==> config.mk <==
export PLATFORM = sky130hd
export DESIGN_NAME = decoder_scan_n
export DESIGN_NICKNAME = d
export VERILOG_FILES = /design/src/rtl/decoder_pkg.sv /design/src/rtl/dwell_timer.sv /design/src/rtl/decoder_scan_n.sv
export SDC_FILE = /design/constraint.sdc
export NUM_CORES = 1
export LEC_CHECK = 0
export BUFFER_PORTS_ARGS = -buffer_cell sky130_fd_sc_hd__buf_2
export CAP_MARGIN = 25
export CELL_PAD_IN_SITES_DETAIL_PLACEMENT = 1
export CELL_PAD_IN_SITES_GLOBAL_PLACEMENT = 1
export CORE_MARGIN = 8
export CORE_UTILIZATION = 42
export CTS_BUF_LIST = sky130_fd_sc_hd__clkbuf_2
export CTS_CLUSTER_SIZE = 14
export DETAILED_ROUTE_END_ITERATION = 10
export MAX_ROUTING_LAYER = met4
export PLACE_DENSITY_LB_ADDON = 0.1
export SLEW_MARGIN = 20
export SYNTH_ARGS = -nofsm -noshare
export SYNTH_HDL_FRONTEND = slang
export SYNTH_SLANG_ARGS = --single-unit
==> constraint.sdc <==
create_clock -name clk -period 2.9 [get_ports clk]
set_clock_uncertainty 0.2 [all_clocks]
set_input_delay 0.87 -clock clk [delete_from_list [all_inputs] [get_ports clk]]
set_output_delay 0.87 -clock clk [all_outputs]
set_load 0.01 [all_outputs]
==> src/rtl/decoder_pkg.sv <==
// Shared types for the decoder/scanner: FSM state encoding and mode constants.
package decoder_pkg;

  typedef enum logic {
    ST_DEC  = 1'b0,
    ST_SCAN = 1'b1
  } state_e;

  localparam logic MODE_DECODE = 1'b0;
  localparam logic MODE_SCAN   = 1'b1;

endpackage

==> src/rtl/dwell_timer.sv <==
// Scan dwell countdown: loads a value, decrements to zero and waits there.
module dwell_timer #(
  parameter int DWELL_W = 4
) (
  input  logic               clk,
  input  logic               rst,
  input  logic               en,
  input  logic               load,
  input  logic [DWELL_W-1:0] load_val,
  output logic               zero
);

  logic [DWELL_W-1:0] cnt_q, cnt_d;

  always_comb begin
    cnt_d = cnt_q;
    if (en) begin
      if (load)              cnt_d = load_val;
      else if (cnt_q != '0)  cnt_d = cnt_q - 1'b1;
    end
  end

  always_ff @(posedge clk) begin
    if (rst) cnt_q <= '0;
    else     cnt_q <= cnt_d;
  end

  assign zero = (cnt_q == '0);

endmodule

==> src/rtl/decoder_scan_n.sv <==
// N-to-2**N one-hot decoder with an auto-scan mode that walks every output,
// holding each one for dwell+1 cycles.
module decoder_scan_n
  import decoder_pkg::*;
#(
  parameter int N       = 3,
  parameter int DWELL_W = 4
) (
  input  logic               clk,
  input  logic               rst,
  input  logic               en,
  input  logic               mode,
  input  logic               in_valid,
  input  logic [N-1:0]       in_sel,
  input  logic [DWELL_W-1:0] dwell,
  output logic [(1<<N)-1:0]  Y,
  output logic [N-1:0]       idx,
  output logic               out_valid,
  output logic               wrap
);

  localparam int W = 1 << N;

  state_e         state_q, state_d;
  logic [W-1:0]   y_q, y_d;
  logic [N-1:0]   idx_q, idx_d;
  logic           out_valid_q, out_valid_d;
  logic           wrap_q, wrap_d;
  logic           tmr_en, tmr_load, tmr_zero;

  function automatic logic [W-1:0] onehot(input logic [N-1:0] s);
    onehot    = '0;
    onehot[s] = 1'b1;
  endfunction

  always_comb begin
    state_d     = state_q;
    y_d         = y_q;
    idx_d       = idx_q;
    out_valid_d = 1'b0;
    wrap_d      = 1'b0;
    tmr_en      = 1'b0;
    tmr_load    = 1'b0;
    if (en) begin
      case (state_q)
        ST_DEC: begin
          // Scan request outranks a same-cycle decode request.
          if (mode == MODE_SCAN) begin
            state_d     = ST_SCAN;
            idx_d       = '0;
            y_d         = onehot('0);
            out_valid_d = 1'b1;
            tmr_en      = 1'b1;
            tmr_load    = 1'b1;
          end else if (in_valid) begin
            idx_d       = in_sel;
            y_d         = onehot(in_sel);
            out_valid_d = 1'b1;
          end
        end
        ST_SCAN: begin
          if (mode == MODE_DECODE) begin
            state_d = ST_DEC;
          end else begin
            out_valid_d = 1'b1;
            tmr_en      = 1'b1;
            if (tmr_zero) begin
              tmr_load = 1'b1;
              idx_d    = idx_q + 1'b1;
              y_d      = onehot(idx_q + 1'b1);
              wrap_d   = (idx_q == {N{1'b1}});
            end
          end
        end
        default: state_d = ST_DEC;
      endcase
    end
  end

  always_ff @(posedge clk) begin
    if (rst) begin
      state_q     <= ST_DEC;
      y_q         <= '0;
      idx_q       <= '0;
      out_valid_q <= 1'b0;
      wrap_q      <= 1'b0;
    end else begin
      state_q     <= state_d;
      y_q         <= y_d;
      idx_q       <= idx_d;
      out_valid_q <= out_valid_d;
      wrap_q      <= wrap_d;
    end
  end

  dwell_timer #(.DWELL_W(DWELL_W)) u_dwell (
    .clk      (clk),
    .rst      (rst),
    .en       (tmr_en),
    .load     (tmr_load),
    .load_val (dwell),
    .zero     (tmr_zero)
  );

  assign Y         = y_q;
  assign idx       = idx_q;
  assign out_valid = out_valid_q;
  assign wrap      = wrap_q;

endmodule

==> summary.md <==
### Hold path
- **start point of the worst hold path** Y[0]
- **class of the worst hold path** reg -> reg

### Timing
- **Max-Slew Margin vs Limit** 65.1%
- **setup TNS after final layout** 0 ns
- **RSZ-0062 raised after global routing** no
- **number of endpoints with negative hold slack in the final report** 0
- **final worst path period need** 1.96 ns
- **Setup Viol. Count Final** 0
- **final count of pins violating max slew** 0
- **hold slack final** 0.266 ns
- **Final Cycle Share** 67.6%
- **slew of the pin with the lowest slew margin** 0.523 ns
- **Fmax** 510 MHz

### Clocking
- **clock tree from TritonCTS** built
- **number of clock sinks seen by CTS** 18
- **Root Buffer** clkbuf_2
- **H-tree depth** 1
- **maximum clock insertion buffer count** 2
- **Gates resized, CTS repair** 0
- **number of buffers added for setup after CTS** 0
- **Worst-Skew Late Latency** 0.30 ns
- **Clock transition at path regs** 0.16 ns
- **number of clock buffers inserted by TritonCTS** 3
- **Post-CTS Hold Fix Bufs** 0

### Die
- **number of I/O pins** 25
- **Chip Width** 63.7 µm
- **full die area** 0.00405 mm²
- **height of the die** 63.7 µm
- **number of rows in the core area** 17
- **starting density of the core** 43.6%
- **area of the core region** 0.00219 mm²

### Power
- **Leak Pwr** 0.434 nW
- **sequential fraction of design power** 56.3%
- **clock power share** 21.2%
- **net switching power figure** 148 µW
- **Switching Share** 30.9%
- **ratio of total power to cell area** 442 mW/mm²
- **portion of total power attributed to combinational logic** 22.5%
- **Internal Dissipation** 331 µW
- **Max VDD drop** 223 µV

### Global routing
- **total routing usage reported by global routing** 13.9%
- **initial antenna violation count** 0
- **total gr overflow** 0
- **pin count of the biggest net entering global routing** 20
- **number of global-route vias before repair** 962
- **first-pass GRT wire length** 4460 µm

### Route
- **Detailed Route WL** 2630 µm
- **count of antenna-violating nets left after detailed routing** 0
- **detailed-routed wire length on met2** 1370 µm
- **top layer in use** met4
- **routed length on met1** 1110 µm
- **total vias in the final route** 942
- **Initial DRT Pass Iterations** 4
- **detailed-route DRC error count** 0
- **routed length on met3** 104 µm
- **number of violations reported at the end of detailed-routing iteration 0** 13
- **DR vias/cell** 5.61
- **Routed wire per std cell** 15.6 µm

### Placement
- **buffers added on ports** 24
- **HPWL after detailed placement** 2010 µm
- **final weighted congestion in routability-driven placement** 0.856

### Synth
- **cell area after synthesis** 955 µm²
- **cell with the most instances after synthesis** nand2_1
- **post-synthesis cell type with the largest combined area** dfxtp_1
- **count of flip-flops with a built-in enable after synthesis** 0
- **Distinct cells, synth** 33
- **Net Count, Synth** 135
- **ys flop type** dfxtp_1
- **proportion of synthesized chip area in sequential cells** 37.7%
- **number of synthesized register bits** 18
- **cell types with the highest counts after synthesis** nand2_1, dfxtp_1, a21oi_1
- **biggest area contributors in the synthesized netlist** dfxtp_1, nand2_1, a21oi_1, nand2b_1, ha_1
- **post-synthesis async set-or-reset flop share** 0%
- **average cell area after synthesis** 7.96 µm²
- **Syn. warnings** 0
- **Gate Count Post-Synth** 120
- **area share of the leading cell type in the synthesized netlist** 37.7%

### Setup path
- **Worst path max stage delay** 0.43 ns
- **CP Cell Sequence** buf_2
- **type of the worst setup path** reg -> out
- **peak fanout along the critical path** 5
- **Critical Path End Type** primary output
- **delay-heaviest family, CP** flip-flops
- **Worst EP required** 1.83 ns
- **Critical Path Slowest Stage Cell** dfxtp_1
- **start of the worst register-to-register path** u_dwell.cnt_q[0]
- **worst endpoint data arrival time** 0.89 ns
- **startpoint types** flop
- **launch point of the critical path** idx[0]
- **crit path buf inv count** 1

### Finish
- **Fill cells** 294
- **post-synthesis to final-layout area growth** 13.6%
- **area of combinational cells with multiple inputs** 543 µm²
- **layout cells sized above 1** 25.0%
- **final cell utilization of the core** 49.5%
- **Final nets** 157
- **total area of sequential cells** 360 µm²
- **antenna cell count** 0

### Run
- **Max-cap violations** 0

### Run status
- **run status** finished clean

power groups by stage:
stage / Clock [mW] / Sequential [mW] / Combinational, mW
2_1_floorplan: 0 / 0.275 / 0.0765
3_3_place_gp: 0 / 0.274 / 0.106
3_5_place_dp: 0 / 0.275 / 0.109
4_1_cts: 0.108 / 0.270 / 0.109
5_1_grt: 0.116 / 0.272 / 0.121
6_report: 0.102 / 0.270 / 0.108
metrics by stage:
stage	instances	worst slack, ns	power, mW	cell area (µm²)
finish	168	0.939	0.479	1080
global placement	165	0.655	0.381	1070
CTS	168	0.915	0.487	1080
global route	168	0.763	0.509	1080
floorplan	120	0.809	0.351	955
detailed placement	165	0.655	0.384	1070
placed cells by master (no fill, tap or decap), types with 5 or more instances in the layout:
| cell type | instances |
|---|---|
| a21oi_1 | 12 |
| buf_2 | 24 |
| dfxtp_1 | 18 |
| nand2_1 | 22 |
| nand2b_1 | 7 |
| nor2_1 | 7 |
| nor3_1 | 5 |
| o21ai_0 | 7 |
| o22ai_1 | 6 |
metal layers:
layer	track usage, %	vias to the layer above
met2	24.0	21
met3	3.00	5
met5	-	-
met4	5.85	0
met1	15.0	446
li1	-	470
kinds of logic (layout without fill, tap and decap cells):
group	count (synthesis)	in the layout	share of synthesized area (%)
compound gates	35	35	24.4
flops	18	18	37.7
simple gates	54	54	28.6
fa+ha+maj	3	3	3.93
buf+inv	10	30	5.37
state kept, by name (all words and copies together), names as in the netlist:
| name | cells |
|---|---|
| Y | 8 |
| idx | 3 |
| out_valid | 1 |
| state_q | 1 |
| u_dwell.cnt_q | 4 |
| wrap | 1 |
area by class of cell:
type	count	area share, %
sequential	18	33.2
tap	28	3.23
inverter	3	1.04
clock buffer	3	1.38
timing repair buffer	24	11.1
multi-input combinational	92	50.1
worst paths after layout:
path,endpoint,slack [ns],cells past startpoint
setup / recovery,idx[0],0.94,1
hold / removal,Y[0],0.27,2
setup reg to reg,idx[0],0.94,6
hold reg to reg,Y[0],0.27,2
Note: power is estimated with default switching activity, not from simulation.
